**src/rtl/ldseq6_pkg.sv**
```systemverilog
// Shared types and constants for the ldseq6 load sequencer.
// Build option LDSEQ6_COALESCE_EN is consumed by ldseq6_fifo.
package ldseq6_pkg;

  localparam int LDSEQ6_W     = 6;
  localparam int LDSEQ6_DEPTH = 2;

  typedef enum logic [1:0] {
    IDLE = 2'd0,
    LOAD = 2'd1,
    HOLD = 2'd2
  } ldseq6_state_e;

endpackage

```
**src/rtl/ldseq6_if.sv**
```systemverilog
// Write handshake plus load/status bus of ldseq6.
// Handshake: a word transfers on the rising edge where wr & ready are both 1.
interface ldseq6_if;
  import ldseq6_pkg::*;

  logic                wr;
  logic [LDSEQ6_W-1:0] din;
  logic                ready;
  logic                ld;
  logic [LDSEQ6_W-1:0] d;
  logic                empty;
  logic                full;
  logic                ovf;

  modport master (
    output wr, din,
    input  ready, ld, d, empty, full, ovf
  );

  modport slave (
    input  wr, din,
    output ready, ld, d, empty, full, ovf
  );

endinterface

```
**src/rtl/ldseq6_fifo.sv**
```systemverilog
// Two-entry word buffer with registered full/empty and sticky overflow.
// Build option LDSEQ6_COALESCE_EN: never stall, overwrite the tail entry when full.
module ldseq6_fifo
  import ldseq6_pkg::*;
(
  input  logic                clk,
  input  logic                rst_n,
  input  logic                wr,
  input  logic [LDSEQ6_W-1:0] din,
  input  logic                pop,
  output logic [LDSEQ6_W-1:0] dout,
  output logic                ready,
  output logic                full,
  output logic                empty,
  output logic                ovf
);

  logic [LDSEQ6_W-1:0] mem_q [LDSEQ6_DEPTH];
  logic [LDSEQ6_W-1:0] mem_d [LDSEQ6_DEPTH];
  logic                wr_ptr_q, wr_ptr_d;
  logic                rd_ptr_q, rd_ptr_d;
  logic [1:0]          count_q, count_d;
  logic                full_q, full_d;
  logic                empty_q, empty_d;
  logic                push;
  logic                pop_ok;
  logic                overwrite;

`ifdef LDSEQ6_COALESCE_EN
  // A full write lands normally if a pop frees a slot the same cycle.
  assign push      = wr & (~full_q | pop_ok);
  assign overwrite = wr & full_q & ~pop_ok;
  assign ready     = 1'b1;
  assign ovf       = 1'b0;
`else
  logic ovf_q, ovf_d;

  assign push      = wr & ~full_q;
  assign overwrite = 1'b0;
  assign ready     = ~full_q;
  assign ovf       = ovf_q;
  assign ovf_d     = ovf_q | (wr & full_q);

  always_ff @(posedge clk) begin
    if (!rst_n) ovf_q <= 1'b0;
    else        ovf_q <= ovf_d;
  end
`endif

  assign pop_ok = pop & ~empty_q;

  always_comb begin
    mem_d    = mem_q;
    wr_ptr_d = wr_ptr_q;
    rd_ptr_d = rd_ptr_q;
    if (push) begin
      mem_d[wr_ptr_q] = din;
      wr_ptr_d        = ~wr_ptr_q;
    end
    // Tail is the slot just behind the write pointer.
    if (overwrite) begin
      mem_d[~wr_ptr_q] = din;
    end
    if (pop_ok) begin
      rd_ptr_d = ~rd_ptr_q;
    end
    count_d = count_q + {1'b0, push} - {1'b0, pop_ok};
    full_d  = (count_d == 2'd2);
    empty_d = (count_d == 2'd0);
  end

  always_ff @(posedge clk) begin
    if (!rst_n) begin
      for (int i = 0; i < LDSEQ6_DEPTH; i++) mem_q[i] <= '0;
      wr_ptr_q <= 1'b0;
      rd_ptr_q <= 1'b0;
      count_q  <= 2'd0;
      full_q   <= 1'b0;
      empty_q  <= 1'b1;
    end else begin
      mem_q    <= mem_d;
      wr_ptr_q <= wr_ptr_d;
      rd_ptr_q <= rd_ptr_d;
      count_q  <= count_d;
      full_q   <= full_d;
      empty_q  <= empty_d;
    end
  end

  assign dout  = mem_q[rd_ptr_q];
  assign full  = full_q;
  assign empty = empty_q;

endmodule

```
**src/rtl/ldseq6.sv**
```systemverilog
// Load sequencer: buffers written words and replays them as spaced ld strobes.
// Build option LDSEQ6_COALESCE_EN selects overwrite-on-full in ldseq6_fifo.
module ldseq6
  import ldseq6_pkg::*;
#(
  parameter int GAP = 2
) (
  input  logic          sys_clk,
  input  logic          resetl,
  ldseq6_if.slave       bus,
  output ldseq6_state_e dbg_state
);

  localparam logic [1:0] S_IDLE = IDLE;
  localparam logic [1:0] S_LOAD = LOAD;
  localparam logic [1:0] S_HOLD = HOLD;
  localparam logic [3:0] GAP_M1 = (GAP == 0) ? 4'd0 : 4'(GAP - 1);

  logic [1:0]          state_q, state_d;
  logic [3:0]          gcnt_q, gcnt_d;
  logic                ld_q, ld_d;
  logic [LDSEQ6_W-1:0] d_q, d_d;
  logic                pop;
  logic [LDSEQ6_W-1:0] head;
  logic                fifo_empty;

  ldseq6_fifo u_fifo (
    .clk   (sys_clk),
    .rst_n (resetl),
    .wr    (bus.wr),
    .din   (bus.din),
    .pop   (pop),
    .dout  (head),
    .ready (bus.ready),
    .full  (bus.full),
    .empty (fifo_empty),
    .ovf   (bus.ovf)
  );

  // Every transition into LOAD pops the head and registers it onto d.
  always_comb begin
    state_d = state_q;
    gcnt_d  = gcnt_q;
    ld_d    = 1'b0;
    d_d     = d_q;
    pop     = 1'b0;
    case (state_q)
      S_IDLE: begin
        if (!fifo_empty) begin
          pop     = 1'b1;
          ld_d    = 1'b1;
          d_d     = head;
          state_d = S_LOAD;
        end
      end
      S_LOAD: begin
        if (GAP == 0) begin
          if (!fifo_empty) begin
            pop  = 1'b1;
            ld_d = 1'b1;
            d_d  = head;
          end else begin
            state_d = S_IDLE;
          end
        end else begin
          gcnt_d  = GAP_M1;
          state_d = S_HOLD;
        end
      end
      S_HOLD: begin
        if (gcnt_q == 4'd0) begin
          if (!fifo_empty) begin
            pop     = 1'b1;
            ld_d    = 1'b1;
            d_d     = head;
            state_d = S_LOAD;
          end else begin
            state_d = S_IDLE;
          end
        end else begin
          gcnt_d = gcnt_q - 4'd1;
        end
      end
      default: state_d = S_IDLE;
    endcase
  end

  always_ff @(posedge sys_clk) begin
    if (!resetl) begin
      state_q <= S_IDLE;
      gcnt_q  <= 4'd0;
      ld_q    <= 1'b0;
      d_q     <= '0;
    end else begin
      state_q <= state_d;
      gcnt_q  <= gcnt_d;
      ld_q    <= ld_d;
      d_q     <= d_d;
    end
  end

  assign bus.ld    = ld_q;
  assign bus.d     = d_q;
  assign bus.empty = fifo_empty;
  assign dbg_state = ldseq6_state_e'(state_q);

endmodule

```
**src/flat_wrapper.sv**
```systemverilog
// flat-port wrapper written by rule: the top's interface ports become plain ports
module ldseq6_flat import ldseq6_pkg::*;
#(
  parameter int GAP = 2
)
  (sys_clk, resetl, dbg_state, bus_wr, bus_din, bus_ready, bus_ld, bus_d, bus_empty, bus_full, bus_ovf);
  ldseq6_if bus_i ();
  input  logic sys_clk;
  input  logic resetl;
  output ldseq6_state_e dbg_state;
  input wire logic [$bits(bus_i.wr)-1:0] bus_wr;
  input wire logic [$bits(bus_i.din)-1:0] bus_din;
  output wire logic [$bits(bus_i.ready)-1:0] bus_ready;
  output wire logic [$bits(bus_i.ld)-1:0] bus_ld;
  output wire logic [$bits(bus_i.d)-1:0] bus_d;
  output wire logic [$bits(bus_i.empty)-1:0] bus_empty;
  output wire logic [$bits(bus_i.full)-1:0] bus_full;
  output wire logic [$bits(bus_i.ovf)-1:0] bus_ovf;
  assign bus_i.wr = bus_wr;
  assign bus_i.din = bus_din;
  assign bus_ready = bus_i.ready;
  assign bus_ld = bus_i.ld;
  assign bus_d = bus_i.d;
  assign bus_empty = bus_i.empty;
  assign bus_full = bus_i.full;
  assign bus_ovf = bus_i.ovf;
  ldseq6 #(.GAP(GAP)) u_core (.sys_clk(sys_clk), .resetl(resetl), .bus(bus_i), .dbg_state(dbg_state));
endmodule
```
**config.mk**
```make
export PLATFORM = sky130hd
export DESIGN_NAME = ldseq6_flat
export DESIGN_NICKNAME = d
export VERILOG_FILES = /design/src/rtl/ldseq6_pkg.sv /design/src/rtl/ldseq6_if.sv /design/src/rtl/ldseq6_fifo.sv /design/src/rtl/ldseq6.sv /design/src/flat_wrapper.sv
export SDC_FILE = /design/constraint.sdc
export NUM_CORES = 1
export LEC_CHECK = 0
export ABC_AREA = 1
export BUFFER_PORTS_ARGS = -buffer_cell sky130_fd_sc_hd__buf_2
export CORE_MARGIN = 2
export CORE_UTILIZATION = 55
export CTS_BUF_LIST = sky130_fd_sc_hd__clkbuf_4 sky130_fd_sc_hd__clkbuf_8
export DETAILED_ROUTE_END_ITERATION = 8
export PLACE_DENSITY_LB_ADDON = 0.1
export SLEW_MARGIN = 10
export SYNTH_ARGS = -nofsm -noshare
export SYNTH_HDL_FRONTEND = slang
export SYNTH_SLANG_ARGS = --single-unit
```
**constraint.sdc**
```tcl
create_clock -name sys_clk -period 5.2 [get_ports sys_clk]
set_input_delay 1.04 -clock sys_clk [delete_from_list [all_inputs] [get_ports sys_clk]]
set_output_delay 1.04 -clock sys_clk [all_outputs]
set_load 0.01 [all_outputs]
```
[After elaboration in Yosys (flattened, before gate mapping)]
Cells that the tools add are included.
Storage, ports and cells
  flip-flop bits (word level): 32
  input bits: 9
  output and inout bits: 13
Cells by class
  reductions and logical operators: 9
  order comparisons: 3
  $add $sub $neg: 3
  mux-type cells: 18
  bitwise operators: 10
  equality and inequality tests: 6
Operators with widths (count)
  2-to-1 mux 6 bit: 6
  bitwise mux 12 bit: 1
  one-hot mux 6 bit (2 select lines): 1
  one-hot mux 4 bit (2 select lines): 1
  demux 6 bit (select 1 bit): 1
  one-hot mux 2 bit (3 select lines): 1
  AND reduction 2 bit: 3
  equality test 2 bit (second input constant): 2
  greater-or-equal comparator 2 bit (second input constant): 2
  zero test 2 bit: 2
  zero test 4 bit: 1
  2-to-1 mux 2 bit: 2
  2-to-1 mux 4 bit: 1
  inequality test 2 bit (second input constant): 2
  inverter 1 bit: 4
  inverter 1 -> 2 bit: 2
  nonzero test 2 bit: 2
  subtractor 4 x 1 -> 4 bit (second input constant): 1
  AND 1 bit: 3
  2-to-1 mux 1 bit: 3
  adder 2 x 1 -> 2 bit: 1
  equality test 2 x 1 -> 1 bit (second input constant): 1
  less-than comparator 2 x 1 -> 1 bit (second input constant): 1
  inequality test 2 x 1 -> 1 bit (second input constant): 1
  other kinds (4): 4

[Logic depth before layout (Yosys ltp)]
Gate-level depths: netlist (run 1).
  depth after elaboration: 7
  mapped depth: 14
  gate-level depth less buffers: 14

[Modules after synthesis]
A second synthesis (run 1) with hierarchy kept.
Unflattened totals
  cell total of the unflattened synthesis: 200
  area, all modules: 1435.1 um^2
Modules (own cells, without submodules)
  ldseq6_fifo: area an instance 837.1 um^2, seq. area each 380.4 um^2, cells each 118, instances 1
  ldseq6: area an instance 598.1 um^2, seq. area each 260.2 um^2, cells each 82, instances 1

[Worst setup path after synthesis (run 1)]
Ideal clock, no wire load.
  kind: in2reg
  from: input port bus_wr
  to: register u_core.u_fifo.full_q, in the netlist u_core.u_fifo.full
  library setup time: 0.064 ns
  path slack: 3.281 ns
  cell stages on the path: 9
  required time: 5.136 ns
  arrival: 1.855 ns
  path through: nand2_1 > ha_1 > inv_1 > ha_1 > inv_1 > nand2_1 > nand2_1 > nand2_1 > nor2_1
Between the ends
  word-level cells in the longest chain between the ends: 4
Ends and longest elaborated chain
  start: declaration: line flat_wrapper.sv:11  | input wire logic [$bits(bus_i.wr)-1:0] bus_wr;
  AND 1 bit: line ldseq6_fifo.sv:38  | assign push = wr & ~full_q;
  adder 2 x 1 -> 2 bit: line ldseq6_fifo.sv:67  | count_d = count_q + {1'b0, push} - {1'b0, pop_ok};
  subtractor 2 x 1 -> 2 bit: line ldseq6_fifo.sv:67
  equality test 2 bit: line ldseq6_fifo.sv:68  | full_d = (count_d == 2'd2);
  end signal: assignment: line ldseq6_fifo.sv:85  | full_q <= full_d;
  end: declaration: line ldseq6_fifo.sv:23  | logic full_q, full_d;
No other way between the ends.
A chain may end at the register's enable or synchronous reset.

[Final worst setup path (run 1)]
  from: register u_core.state_q[1], in the netlist u_core.dbg_state[1]
  to: output port dbg_state[1]
RTL lines
  start: declaration: line ldseq6.sv:19  | logic [1:0] state_q, state_d;
  start signal: assignment: line ldseq6.sv:95  | state_q <= state_d;
  end: declaration: line flat_wrapper.sv:10  | output ldseq6_state_e dbg_state;
No word-level cell between the ends.

==> results of run 1 <==
sequential cells by signal, indices dropped and copies added, names as in the netlist, 2 cells and up:
name and cells:
u_core.u_fifo.mem_q 12, u_core.dbg_state 2, u_core.gcnt_q 4, u_core.bus.d 6, u_core.u_fifo.count_q 2
cells by family after synthesis:
kind of cell	after synthesis
AOI/OAI and AO/OA	32
adders and majority gates	3
buffers and inverters	26
and+or+nand+nor	81
DFF	32
xor gates and xnor gates	3
worst reg2reg max path: stages, from the launching register on:
cell and delay, ns:
dfxtp_1 0.34, inv_1 0.08, ha_1 0.24, nand2_2 0.11, nand2_4 0.09, nand2_4 0.10, inv_4 0.06, ha_1 0.27
inv_1 0.04, ha_1 0.20, inv_1 0.05, nand2_1 0.05, nand2_1 0.08, nand2_1 0.07, nor2_1 0.09
routing by layer:
layer / global-route usage / part of all wire / vias to the layer above
met4: 0.0983 / 0.015 / 0
met1: 0.252 / 0.47 / 509
met5: 0 / 0 / -
met2: 0.358 / 0.46 / 16
li1: - / - / 608
met3: 0.0904 / 0.052 / 5
cell usage after synthesis (all sizes together):
| cell type | number | area, µm² |
|---|---|---|
| a21oi | 18 | 90.1 |
| xnor2 | 1 | 8.76 |
| or2 | 1 | 6.26 |
| o21ai | 8 | 40.0 |
| buf | 4 | 22.5 |
| nor2 | 23 | 88.8 |
| nand3b | 1 | 7.51 |
| o21a | 6 | 45.0 |
| ha | 3 | 37.5 |
| inv | 21 | 81.3 |
| clkbuf | 1 | 5.00 |
| nand2 | 44 | 185 |
| dfxtp | 32 | 641 |
| xor2 | 2 | 17.5 |
| nand3 | 12 | 65.1 |
path summary, 6_finish.rpt:
kind | from | to | slack [ns]
max reg2reg | u_core.gcnt_q[0] | u_core.u_fifo.full | 3.30
min | u_core.u_fifo.mem_q[10] | u_core.u_fifo.mem_q[10] | 0.46
max | u_core.dbg_state[1] | dbg_state[1] | 3.25
min reg2reg | u_core.u_fifo.mem_q[10] | u_core.u_fifo.mem_q[10] | 0.46
cell type report:
type                            count  area (µm²)  area share
Clock buffer                        8        66.3      0.0436
Inverter                           21        81.3      0.0535
Multi-Input combinational cell    119         592       0.389
Sequential cell                    32         641       0.421
Tap cell                           28        35.0      0.0230
Timing Repair Buffer               21         105      0.0691
report_power, final:
part | switching, mW | total (mW) | internal [mW]
clock | 0.0810 | 0.158 | 0.0771
combinational | 0.159 | 0.266 | 0.107
sequential | 0.0403 | 0.345 | 0.305
placed cells by master (no fill, tap or decap), drive strengths merged:
master and n:
dfxtp 32, buf 21, o21ai 8, xnor2 1, ha 3, xor2 2, nand2 44, o21a 6
or2 1, nand3 12, nand3b 1, nor2 23, inv 21, a21oi 18, clkbuf 8
==> run summary, run 1 <==
synth unique cells - 23
Slew headroom - 0.677
maximum level of the CTS H-tree - 2
CP Depth - 1
Synth Area in Adders - 0.0280
hold_ws - 0.462 ns
CP endpoint kind - output port
post-synthesis register bit count - 32
gr usage total - 0.221
Final Cycle Share - 0.375
# rows - 17
first drt pass iteration count - 4
Max Fclk - 0.512 GHz
PortBufs - 21
largest family of logic cells by synthesized area - simple AND/OR/NAND/NOR gates
syn_nets - 189
crit-path cells - buf_2
Worst R2R Path Depth - 14
worst skew pair latency - 0.33 ns
Worst path slowest cell - dfxtp_1
pin count of the biggest net entering global routing - 19
Final Hold Vio Count - 0
Post CTS Setup Buffer Count - 0
post-synthesis mux area share - 0
area of the core - 0.00225 mm²
Critical Path AT - 0.91 ns
Max VDD drop - 0.390 mV
pre-CTS setup slack - 3.04 ns
Max-cap violations - 0
hold_buf cts - 0
post-synthesis cell count - 177
design area - 0.00152 mm²
fillers - 190
routability cong. - 0.723
outcome - complete, no violations
synthesis-to-finish area growth - 13.3%
via count of the routed design - 1,138
clk slew on worst S/H paths - 0.09 ns
Layout Nets - 212
Cells on Worst Hold Path - 2
1st-iter DRT viols - 8
Root Driver - clkbuf_4
clock sink count - 32
post-synthesis simple-gate area fraction - 0.263
Seq/Total Area, Yosys - 0.478
total clock buffers created by CTS - 5
CP bufs+invs - 1
Initial Util - 0.595
Post-Synthesis Cell Area - 0.00134 mm²
YS warnings - 0
RSZ-0062 raised after global routing - no
post-DR wirelength/cell - 11.3 µm
CP max stage delay - 0.42 ns
CTS resizes - 0
ANT cells - 0
Total Power - 0.769 mW
number of global-route vias before repair - 1,066
setup total negative slack - 0 ns
Synth Area in Compound Gates - 0.131
IO Count - 22
Routed Antenna Nets - 0
CP required - 4.16 ns
drt drc - 0
layout cells sized above 1 - 0.199
worst hold-check path type - flip-flop to flip-flop
Pwr Density - 506 mW/mm²
via/cell ratio - 4.97
first-pass GRT wire length - 4420 µm
fin util - 0.674
initial antenna violation count - 0
Synth Area in XOR/XNOR - 0.0196
critical path class - flip-flop to output port
Tmin final - 1.95 ns
Finished Layout Cells - 229
Die Area - 0.00285 mm²
global route overflow - 0
syn_area_per_cell - 7.58 µm²
Setup-failing EPs final - 0
Detailed Route WL - 2590 µm
Worst Setup Slack, final - 3.25 ns
Die Ht - 53.4 µm
DP Wirelength - 1880 µm
Startpoint Class - flip-flop
Worst Skew - 0.00680 ns
Clock Path Buffers - 2
worst slew pin tran - 0.483 ns
cell area after placement - 0.00145 mm²
leakage - 0.712 nW
crit path max fanout - 4
CP delay by family, top - flip-flops
Die X-Extent - 53.4 µm
CTS tree - yes
post-placement cell count - 221
Final Max Tran Viols - 0
Power figures use the tool's default switching activity.
==> run 2, diff against run 1 <==
- CORE_UTILIZATION: 55 -> 51
- clock period: 5.2 -> 1.65 ns (I/O delays scaled with it)
==> run summary, run 2 (same netlist as run 1, synthesis figures left out) <==
via/cell ratio - 4.97
Worst Setup Slack, final - 0.0673 ns
crit path max fanout - 2
Setup-failing EPs final - 0
layout cells sized above 1 - 0.273
fillers - 237
PortBufs - 21
CP max stage delay - 0.34 ns
gr usage total - 0.195
Pwr Density - 1580 mW/mm²
setup total negative slack - 0 ns
pre-CTS setup slack - -0.0148 ns
total clock buffers created by CTS - 5
Startpoint Class - flip-flop
number of global-route vias before repair - 1,100
worst skew pair latency - 0.32 ns
Most flops, register - u_core.u_fifo.mem_q
critical path class - flip-flop to flip-flop
drt drc - 0
Critical Path AT - 1.85 ns
worst hold-check path type - primary input to flip-flop
hold_buf cts - 0
max FFs per register - 12
Slew headroom - 0.676
Finished Layout Cells - 239
1st-iter DRT viols - 26
Final Max Tran Viols - 0
Final Hold Vio Count - 0
Tmin final - 1.58 ns
RSZ-0062 raised after global routing - yes
Max-cap violations - 0
Max Fclk - 0.632 GHz
Final Cycle Share - 0.959
Worst Skew - 0.00901 ns
Die Area - 0.00306 mm²
leakage - 0.754 nW
DP Wirelength - 1920 µm
outcome - complete, no violations
Clock Path Buffers - 2
switch share - 0.357
first-pass GRT wire length - 4770 µm
# rows - 18
IO Count - 22
Layout Nets - 221
most frequent cells in the layout - nand2_1 (40), dfxtp_1 (30), nor2_1 (22)
pin count of the biggest net entering global routing - 15
post-placement cell count - 228
post-DR wirelength/cell - 11.5 µm
sequential fraction of design power - 0.421
Gate power share - 0.392
Detailed Route WL - 2750 µm
CP endpoint kind - flip-flop
Initial Util - 0.541
worst slew pin tran - 0.485 ns
routability cong. - 0.732
first drt pass iteration count - 5
Worst path slowest cell - dfxtp_2
clk slew on worst S/H paths - 0.09 ns
CTS tree - yes
crit-path cells - inv_2 -> ha_4 -> nand2_4 -> nand2_4 -> nand2_4 -> inv_4 -> ha_4 -> inv_2 -> ha_4 -> inv_2 -> nand2_1 -> nand2_1 -> nand2_1 -> nor2_1
internal power - 1.66 mW
CP required - 1.91 ns
initial antenna violation count - 0
Die Ht - 55.3 µm
ANT cells - 0
hold_ws - 0.261 ns
area of the core - 0.00248 mm²
clock network power share - 0.187
Routed Antenna Nets - 0
via count of the routed design - 1,188
Max VDD drop - 1.08 mV
global route overflow - 0
synthesis-to-finish area growth - 21.8%
Root Driver - clkbuf_4
clock sink count - 32
Total Power - 2.59 mW
maximum level of the CTS H-tree - 2
Die X-Extent - 55.3 µm
most common cell after layout, fill and taps aside - nand2_1
Switch Pwr - 0.924 mW
[run 2: cell type report]
class / instances / area, µm² / share of cell area
clock buffer: 7 / 65.1 / 0.0398
inverter: 21 / 81.3 / 0.0498
multi-input combinational: 119 / 634 / 0.388
sequential: 32 / 643 / 0.394
tap: 30 / 37.5 / 0.0230
timing repair buffer: 30 / 173 / 0.106
[run 2: layer usage]
layer | share of wire | track usage
met2 | 0.48 | 0.301
met3 | 0.038 | 0.0492
met4 | 0.016 | 0.0836
met1 | 0.47 | 0.259
met5 | 0 | 0
[run 2: path summary, 6_finish.rpt]
| kind | start | end | slack [ns] | cells past startpoint |
|---|---|---|---|---|
| worst max register to register | u_core.gcnt_q[0] | u_core.u_fifo.full | 0.07 | 14 |
| worst min-delay path | bus_din[2] | u_core.u_fifo.mem_q[2] | 0.26 | 3 |
| worst max-delay path | u_core.gcnt_q[0] | u_core.u_fifo.full | 0.07 | 14 |
| worst min register to register | u_core.u_fifo.mem_q[6] | u_core.u_fifo.mem_q[6] | 0.46 | 2 |
[run 2: power groups by stage]
| stage | Clock [mW] | Sequential [mW] | Combinational, mW |
|---|---|---|---|
| 4_1_cts | 0.496 | 1.09 | 0.937 |
| 3_5_place_dp | 0 | 1.10 | 0.893 |
| 2_1_floorplan | 0 | 1.12 | 0.605 |
| 6_report | 0.484 | 1.09 | 1.01 |
| 3_3_place_gp | 0 | 1.10 | 0.868 |
| 5_1_grt | 0.530 | 1.12 | 1.16 |
[run 2: stage by stage]
stage / cell area, µm² / utilization
after floorplan: 1350 / -
after CTS: 1600 / 0.644
after global routing: 1630 / 0.660
final: 1630 / 0.660
after global placement: 1500 / 0.605
after detailed placement: 1500 / 0.605
[run 2: timing repair]
| item | 4_1_cts | 5_1_grt |
|---|---|---|
| buffers inserted | 2 | 2 |
| resized for setup | 3 | 5 |
| endpoints found under the setup margin | 4 | 4 |
| pin swaps | 1 | 5 |
[run 2: critical path, delay by kind of cell (launching register included)]
family	cells	cell delay (ns)
adders and majority gates	3	0.56
buffers and inverters	4	0.16
DFF	1	0.34
and+or+nand+nor	7	0.46
==> run 3, diff against run 2 <==
--- a/config.mk
+++ b/config.mk
@@ -9,3 +9,2 @@
 export BUFFER_PORTS_ARGS = -buffer_cell sky130_fd_sc_hd__buf_2
-export CORE_MARGIN = 2
 export CORE_UTILIZATION = 51
==> constraint.sdc (replaced) <==
create_clock -name sys_clk -period 1.65 [get_ports sys_clk]
set_input_delay 0 -clock sys_clk [delete_from_list [all_inputs] [get_ports sys_clk]]
set_output_delay 0 -clock sys_clk [all_outputs]
set_load 0.01 [all_outputs]
==> run summary, run 3 (same netlist as run 1, synthesis figures left out) <==
Startpoint Class - flip-flop
clock sink count - 32
multi-input logic area - 644 µm²
leakage - 0.789 nW
IO Count - 22
Slew headroom - 0.699
initial antenna violation count - 0
CP bufs+invs - 4
clk slew on worst S/H paths - 0.10 ns
Worst Skew - 0.0118 ns
# rows - 18
DP Wirelength - 1880 µm
Die Ht - 53.3 µm
worst skew pair latency - 0.34 ns
pin count of the biggest net entering global routing - 19
outcome - complete, no violations
synthesis-to-finish area growth - 29.1%
number of global-route vias before repair - 1,007
total clock buffers created by CTS - 5
met3 GRT Util - 0.0948
Initial Util - 0.541
via/cell ratio - 4.93
met1 usage - 0.256
Root Driver - clkbuf_4
CP max stage delay - 0.35 ns
Total Power - 2.85 mW
worst slew pin tran - 0.450 ns
Max VDD drop - 1.29 mV
fillers - 214
Max Fclk - 0.622 GHz
gr usage total - 0.221
Final Cycle Share - 0.974
Pwr Density - 1650 mW/mm²
busiest grt layer - met2
crit path max fanout - 2
1st-iter DRT viols - 31
CP delay by family, top - adder cells
RSZ-0062 raised after global routing - yes
most frequent cells in the layout - nand2_1 (37), dfxtp_1 (30), nor2_1 (21), buf_2 (21), a21oi_1 (18)
drt drc - 0
Clock Path Buffers - 2
worst hold-check path type - primary input to flip-flop
Critical Path AT - 1.90 ns
setup total negative slack - 0 ns
Setup-failing EPs final - 0
hold_ws - 0.0218 ns
pre-CTS setup slack - -0.0603 ns
first drt pass iteration count - 4
Max-cap violations - 0
Most flops, register - u_core.u_fifo.mem_q
critical path class - flip-flop to flip-flop
CP endpoint kind - flip-flop
Worst Setup Slack, final - 0.0433 ns
PortBufs - 21
Routed Antenna Nets - 0
maximum level of the CTS H-tree - 2
layout cells sized above 1 - 0.279
Die Area - 0.00284 mm²
ANT cells - 0
post-DR wirelength/cell - 11.4 µm
via count of the routed design - 1,207
max FFs per register - 12
CTS tree - yes
crit-path cells - inv_2 -> ha_4 -> nand2_4 -> nand2_4 -> nand2_4 -> inv_4 -> ha_4 -> inv_4 -> ha_4 -> inv_2 -> nand2_2 -> nand2_2 -> nand2_2 -> nor2_2
global route overflow - 0
CP required - 1.94 ns
Sequential Area - 643 µm²
most common cell after layout, fill and taps aside - nand2_1
routability cong. - 0.729
Layout Nets - 226
Detailed Route WL - 2780 µm
Die X-Extent - 53.3 µm
first-pass GRT wire length - 4240 µm
Worst path slowest cell - dfxtp_2
Tmin final - 1.61 ns
area of the core - 0.00248 mm²
Final Hold Vio Count - 0
met2 Track Usage GR - 0.338
Final Max Tran Viols - 0
## run 3: cell type report
cell class	instances	share of cell area
Multi-Input combinational cell	119	0.372
Sequential cell	32	0.371
Timing Repair Buffer	35	0.132
Inverter	21	0.0484
Clock buffer	7	0.0376
Tap cell	30	0.0217
Clock inverter	1	0.0173
## run 3: stage by stage
step / cells / utilization / cell area, µm²
final: 245 / 0.699 / 1730
after global routing: 245 / 0.699 / 1730
after CTS: 244 / 0.682 / 1690
after detailed placement: 227 / 0.602 / 1490
after global placement: 227 / 0.602 / 1490
after floorplan: 177 / - / 1350
## run 3: timing repair
action	4_1_cts	5_1_grt
hold endpoints to repair	13	0
buffers inserted	2	1
hold buffers	7	0
resized for setup	4	10
pin swaps	2	4
endpoints found under the setup margin	4	3
## run 3: worst paths after layout
path | from | end | slack (ns) | cells after the start
setup reg to reg | u_core.gcnt_q[0] | u_core.u_fifo.full | 0.04 | 14
hold reg to reg | u_core.u_fifo.mem_q[9] | u_core.u_fifo.mem_q[9] | 0.47 | 2
setup / recovery | u_core.gcnt_q[0] | u_core.u_fifo.full | 0.04 | 14
hold / removal | resetl | u_core.u_fifo.empty | 0.02 | 2
## run 3: metal layers
metal	wire, µm	vias up
li1	-	630
met1	1220	539
met2	1330	33
met3	163	5
met4	61	0
met5	0	-
## run 3: report_power, final
| group | switching, mW | internal, mW | total, mW |
|---|---|---|---|
| Sequential | 0.130 | 0.962 | 1.09 |
| Clock | 0.275 | 0.402 | 0.677 |
| Combinational | 0.580 | 0.501 | 1.08 |
| Total | 0.985 | 1.86 | 2.85 |
